`config.mk`:
```
export PLATFORM = sky130hd
export DESIGN_NAME = regfile_arbiter
export DESIGN_NICKNAME = d
export VERILOG_FILES = /design/src/rtl/regfile_arbiter.sv
export SDC_FILE = /design/constraint.sdc
export NUM_CORES = 1
export LEC_CHECK = 0
export CAP_MARGIN = 20
export CELL_PAD_IN_SITES_DETAIL_PLACEMENT = 1
export CELL_PAD_IN_SITES_GLOBAL_PLACEMENT = 2
export CORE_MARGIN = 5
export CORE_UTILIZATION = 24
export DETAILED_ROUTE_END_ITERATION = 10
export PLACE_DENSITY = 0.75
export SLEW_MARGIN = 20
export SYNTH_ARGS = -nofsm -noshare
export SYNTH_HDL_FRONTEND = slang
export SYNTH_SLANG_ARGS = --single-unit
export TNS_END_PERCENT = 5
```
`constraint.sdc`:
```
create_clock -name clk -period 2.55 [get_ports clk]
set_input_delay 0.3825 -clock clk [delete_from_list [all_inputs] [get_ports clk]]
set_output_delay 0.3825 -clock clk [all_outputs]
set_load 0.02 [all_outputs]
```
`src/rtl/regfile_arbiter.sv`:
```
// Round-robin arbiter sharing one single-port register-file RAM between NUM_REQ requesters.
// Each grant issues exactly one RAM access and returns a one-hot completion pulse to the winner.
module regfile_arbiter #(
    parameter int NUM_REQ = 3,
    parameter int ADDR_W  = 6,
    parameter int DATA_W  = 8
) (
    input  logic                      clk,
    input  logic                      rst,
    input  logic [NUM_REQ-1:0]        req,
    input  logic [NUM_REQ-1:0]        req_we,
    input  logic [NUM_REQ*ADDR_W-1:0] req_addr,
    input  logic [NUM_REQ*DATA_W-1:0] req_wdata,
    output logic [NUM_REQ-1:0]        gnt,
    output logic [NUM_REQ-1:0]        rsp_valid,
    output logic [DATA_W-1:0]         rsp_rdata,
    output logic                      mem_en,
    output logic                      mem_we,
    output logic [ADDR_W-1:0]         mem_addr,
    output logic [DATA_W-1:0]         mem_wdata,
    input  logic [DATA_W-1:0]         mem_rdata,
    output logic                      busy
);

    localparam int IDX_W = (NUM_REQ > 1) ? $clog2(NUM_REQ) : 1;

    typedef enum logic [1:0] {
        IDLE  = 2'd0,
        ISSUE = 2'd1,
        RESP  = 2'd2
    } state_t;

    state_t             state;
    logic [IDX_W-1:0]   ptr;
    logic [IDX_W-1:0]   sel;
    logic [IDX_W-1:0]   win;
    logic               op_we;

    logic [ADDR_W-1:0]  addr_arr  [NUM_REQ];
    logic [DATA_W-1:0]  wdata_arr [NUM_REQ];

    for (genvar g = 0; g < NUM_REQ; g++) begin : g_unpack
        assign addr_arr[g]  = req_addr[g*ADDR_W +: ADDR_W];
        assign wdata_arr[g] = req_wdata[g*DATA_W +: DATA_W];
    end

    // First set request bit found searching from p upwards, wrapping at NUM_REQ.
    function automatic logic [IDX_W-1:0] rr_pick(input logic [NUM_REQ-1:0] r,
                                                 input logic [IDX_W-1:0]   p);
        logic [IDX_W-1:0] w;
        logic [IDX_W-1:0] ci;
        logic             found;
        int               c;
        w     = '0;
        found = 1'b0;
        for (int i = 0; i < NUM_REQ; i++) begin
            c = int'(p) + i;
            if (c >= NUM_REQ) c = c - NUM_REQ;
            ci = IDX_W'(c);
            if (!found && r[ci]) begin
                w     = ci;
                found = 1'b1;
            end
        end
        return w;
    endfunction

    function automatic logic [NUM_REQ-1:0] onehot(input logic [IDX_W-1:0] i);
        logic [NUM_REQ-1:0] oh;
        oh    = '0;
        oh[i] = 1'b1;
        return oh;
    endfunction

    function automatic logic [IDX_W-1:0] next_idx(input logic [IDX_W-1:0] i);
        return (i == IDX_W'(NUM_REQ - 1)) ? '0 : i + 1'b1;
    endfunction

    always_comb begin
        win = rr_pick(req, ptr);
    end

    always_ff @(posedge clk or posedge rst) begin
        if (rst) begin
            state     <= IDLE;
            ptr       <= '0;
            sel       <= '0;
            op_we     <= 1'b0;
            gnt       <= '0;
            rsp_valid <= '0;
            rsp_rdata <= '0;
            mem_en    <= 1'b0;
            mem_we    <= 1'b0;
            mem_addr  <= '0;
            mem_wdata <= '0;
            busy      <= 1'b0;
        end else begin
            gnt       <= '0;
            rsp_valid <= '0;
            mem_en    <= 1'b0;
            mem_we    <= 1'b0;
            unique case (state)
                // IDLE: sample requests, latch the winner's access onto the RAM bus
                IDLE: begin
                    if (|req) begin
                        sel       <= win;
                        op_we     <= req_we[win];
                        gnt       <= onehot(win);
                        mem_en    <= 1'b1;
                        mem_we    <= req_we[win];
                        mem_addr  <= addr_arr[win];
                        mem_wdata <= wdata_arr[win];
                        busy      <= 1'b1;
                        state     <= ISSUE;
                    end
                end
                // ISSUE: the RAM performs the access at this edge
                ISSUE: begin
                    state <= RESP;
                end
                // RESP: read data is on mem_rdata; complete and rotate priority
                RESP: begin
                    rsp_valid <= onehot(sel);
                    if (!op_we) rsp_rdata <= mem_rdata;
                    ptr   <= next_idx(sel);
                    busy  <= 1'b0;
                    state <= IDLE;
                end
                default: begin
                    busy  <= 1'b0;
                    state <= IDLE;
                end
            endcase
        end
    end

endmodule

```
==> out/metrics.yaml <==
run_status:
  status: "complete, no violations"
synth:
  yosysWarnings: 0
  synthArstFlopShare_pct: 100
  synth_area_um2: 1930
  synthFlopType: "dfrtp_1"
  yosysSeqAreaShare_pct: 49.2
  synth_nets: 234
  ys_seq_elements: 38
  synth_edf_count: 0
  synthCells: 172
  synth_cell_types: 40
  syn_area_per_cell_um2: 11.2
floorplanning:
  row_count: 32
  start_util_pct: 24.9
  chipHeight_um: 99.7
  fp.dieW_um: 99.7
  coreArea_um2: 7770
  dieArea_um2: 9940
  boundaryPins: 89
critical_path:
  critical_path_class: "reg -> reg"
  cp-end-kind: "flip-flop"
  crit_arrival_ns: 2.42
  crit_fanout: 14
  worstPathRequired_ns: 2.73
  start_kind: "flip-flop"
final_layout:
  syn2layout_area_growth_pct: 58.7
  n_antenna_cell: 0
  mostFrequentLayoutCells: "clkdlybuf4s50_1 (88), dfrtp_1 (38), mux2i_1 (18), nor2_1 (16), o22ai_1 (15)"
  post-route-util_pct: 39.5
  final_common_cell: "clkdlybuf4s50_1"
  design_area_um2: 3070
  drive_gt1_share_pct: 12.7
  nets: 329
sta:
  drv_slew: 0
  min_period_ns: 2.24
  postLayoutSetupSlackWorst_ns: 0.308
  rsz0062_at_grt: "no"
  max_freq_mhz: 446
  fin_skew_ns: 0.00734
  slew-limit-headroom_pct: 55.4
  tns_ns: 0
  tightest_slew_ns: 0.666
  finalHoldViolCount: 0
  finalSetupViolCount: 0
  period_share_pct: 87.9
min_path:
  hp-class: "reg -> reg"
clocking:
  clkSlewWorstSetupHoldPaths_ns: 0.08
  clockBufferDepth: 2
  htree_num_levels: 2
  postCtsHoldBufs: 0
  clock_sinks: 38
  worstSkewPairLatency_ns: 0.29
  ctsResizeCount: 0
  post_cts_buffers: 0
  cts-root-buf: "clkbuf_8"
  cts_tree: "built"
  cts_buffers: 5
grt:
  antenna_found_initial: 0
  grt_overflow: 0
  grt_pass1_wl_um: 9060
  grt_pass1_vias: 1803
  grt_max_degree: 39
  grt_use_total_pct: 11.5
drt:
  wl_um: 5730
  routedWlPerCell_um: 15.5
  first_pass_iters: 4
  viasPerCell: 4.49
  drc: 0
  ant_nets: 0
  first_iter_violations: 70
  route.vias.total: 1663
placement:
  port_buffers: 88
  detailed_place_hpwl_um: 4450
  preCtsSetupSlack_ns: 0.155
  placed_cell_area_um2: 2950
  place.gp.congestion: 0.806
power_and_ir_drop:
  power_density_nw_per_um2: 1240
  leakagePower_nw: 1.27
  peakVddDrop_uv: 382
job:
  max-cap-violations: 0
[kinds of logic after synthesis]
logic type / Yosys count / synth area share, %
buffers and inverters: 18 / 5.63
and+or+nand+nor: 39 / 11.2
adders and majority gates: 4 / 2.59
AOI/OAI and AO/OA: 45 / 16.2
DFF: 38 / 49.2
muxes: 28 / 15.2
[per-layer routing]
layer / vias up / part of all wire, % / track usage (%)
met1: 798 / 43 / 13.8
met2: 56 / 49 / 19.4
li1: 802 / - / -
met4: 0 / 1.2 / 3.26
met3: 7 / 7.2 / 3.93
met5: - / 0 / 0
[critical path, stage by stage (launching register included)]
cell	delay, ns
dfrtp_1	0.40
inv_1	0.08
ha_1	0.31
and4bb_1	0.32
a311oi_1	0.05
buf_4	0.16
o311ai_4	0.28
buf_12	0.21
mux2i_1	0.21
o22ai_1	0.09
[power by group]
part	switching (W)	leakage [nW]	internal, W
combinational	0.00113	0.764	0.00110
clock	0.000228	0.0504	0.000291
sequential	0.000152	0.459	0.000894
[metrics by stage]
step	hold slack (ns)	std cells	power (W)
floorplan	0.436	172	0.00243
global route	0.507	370	0.00408
CTS	0.471	370	0.00386
finish	0.472	370	0.00380
global placement	0.450	362	0.00329
detailed placement	0.458	362	0.00332
[path summary, 6_finish.rpt]
kind                       startpoint            to  slack [ns]  depth (start not counted)
setup / recovery               ptr[0]  mem_wdata[4]        0.31                          9
hold / removal               state[1]      state[1]        0.47                          1
setup reg to reg               ptr[0]  mem_wdata[4]        0.31                          9
hold reg to reg              state[1]      state[1]        0.47                          1
max in group asynchronous         rst         op_we        1.69                          3
min in group asynchronous         rst        mem_en        0.51                          3
[state kept, by name, summed over array words and instances (netlist names), 2 cells and up]
| register | count |
|---|---|
| mem_wdata | 8 |
| mem_addr | 6 |
| rsp_rdata | 8 |
| ptr | 2 |
| gnt | 3 |
| state | 2 |
| rsp_valid | 3 |
| sel | 2 |
[cell usage after synthesis (all sizes together) (3+ instances only)]
cell type   n  area, um2
nand2b      3       18.8
ha          4       50.1
mux2       10        113
o21ai       4       20.0
nor2b       4       32.5
mux2i      18        180
nor2       16       60.1
a21oi      14       70.1
buf         8       70.1
clkbuf      3       12.5
inv         7       26.3
dfrtp      38        951
o22ai      15       93.8
[cell type report]
type	count	area (um2)
sequential	38	951
fill	878	4700
inverter	7	26.3
clock inverter	3	45.0
multi-input combinational	116	872
tap	102	128
timing repair buffer	99	976
clock buffer	5	68.8
Power figures use the tool's default switching activity.
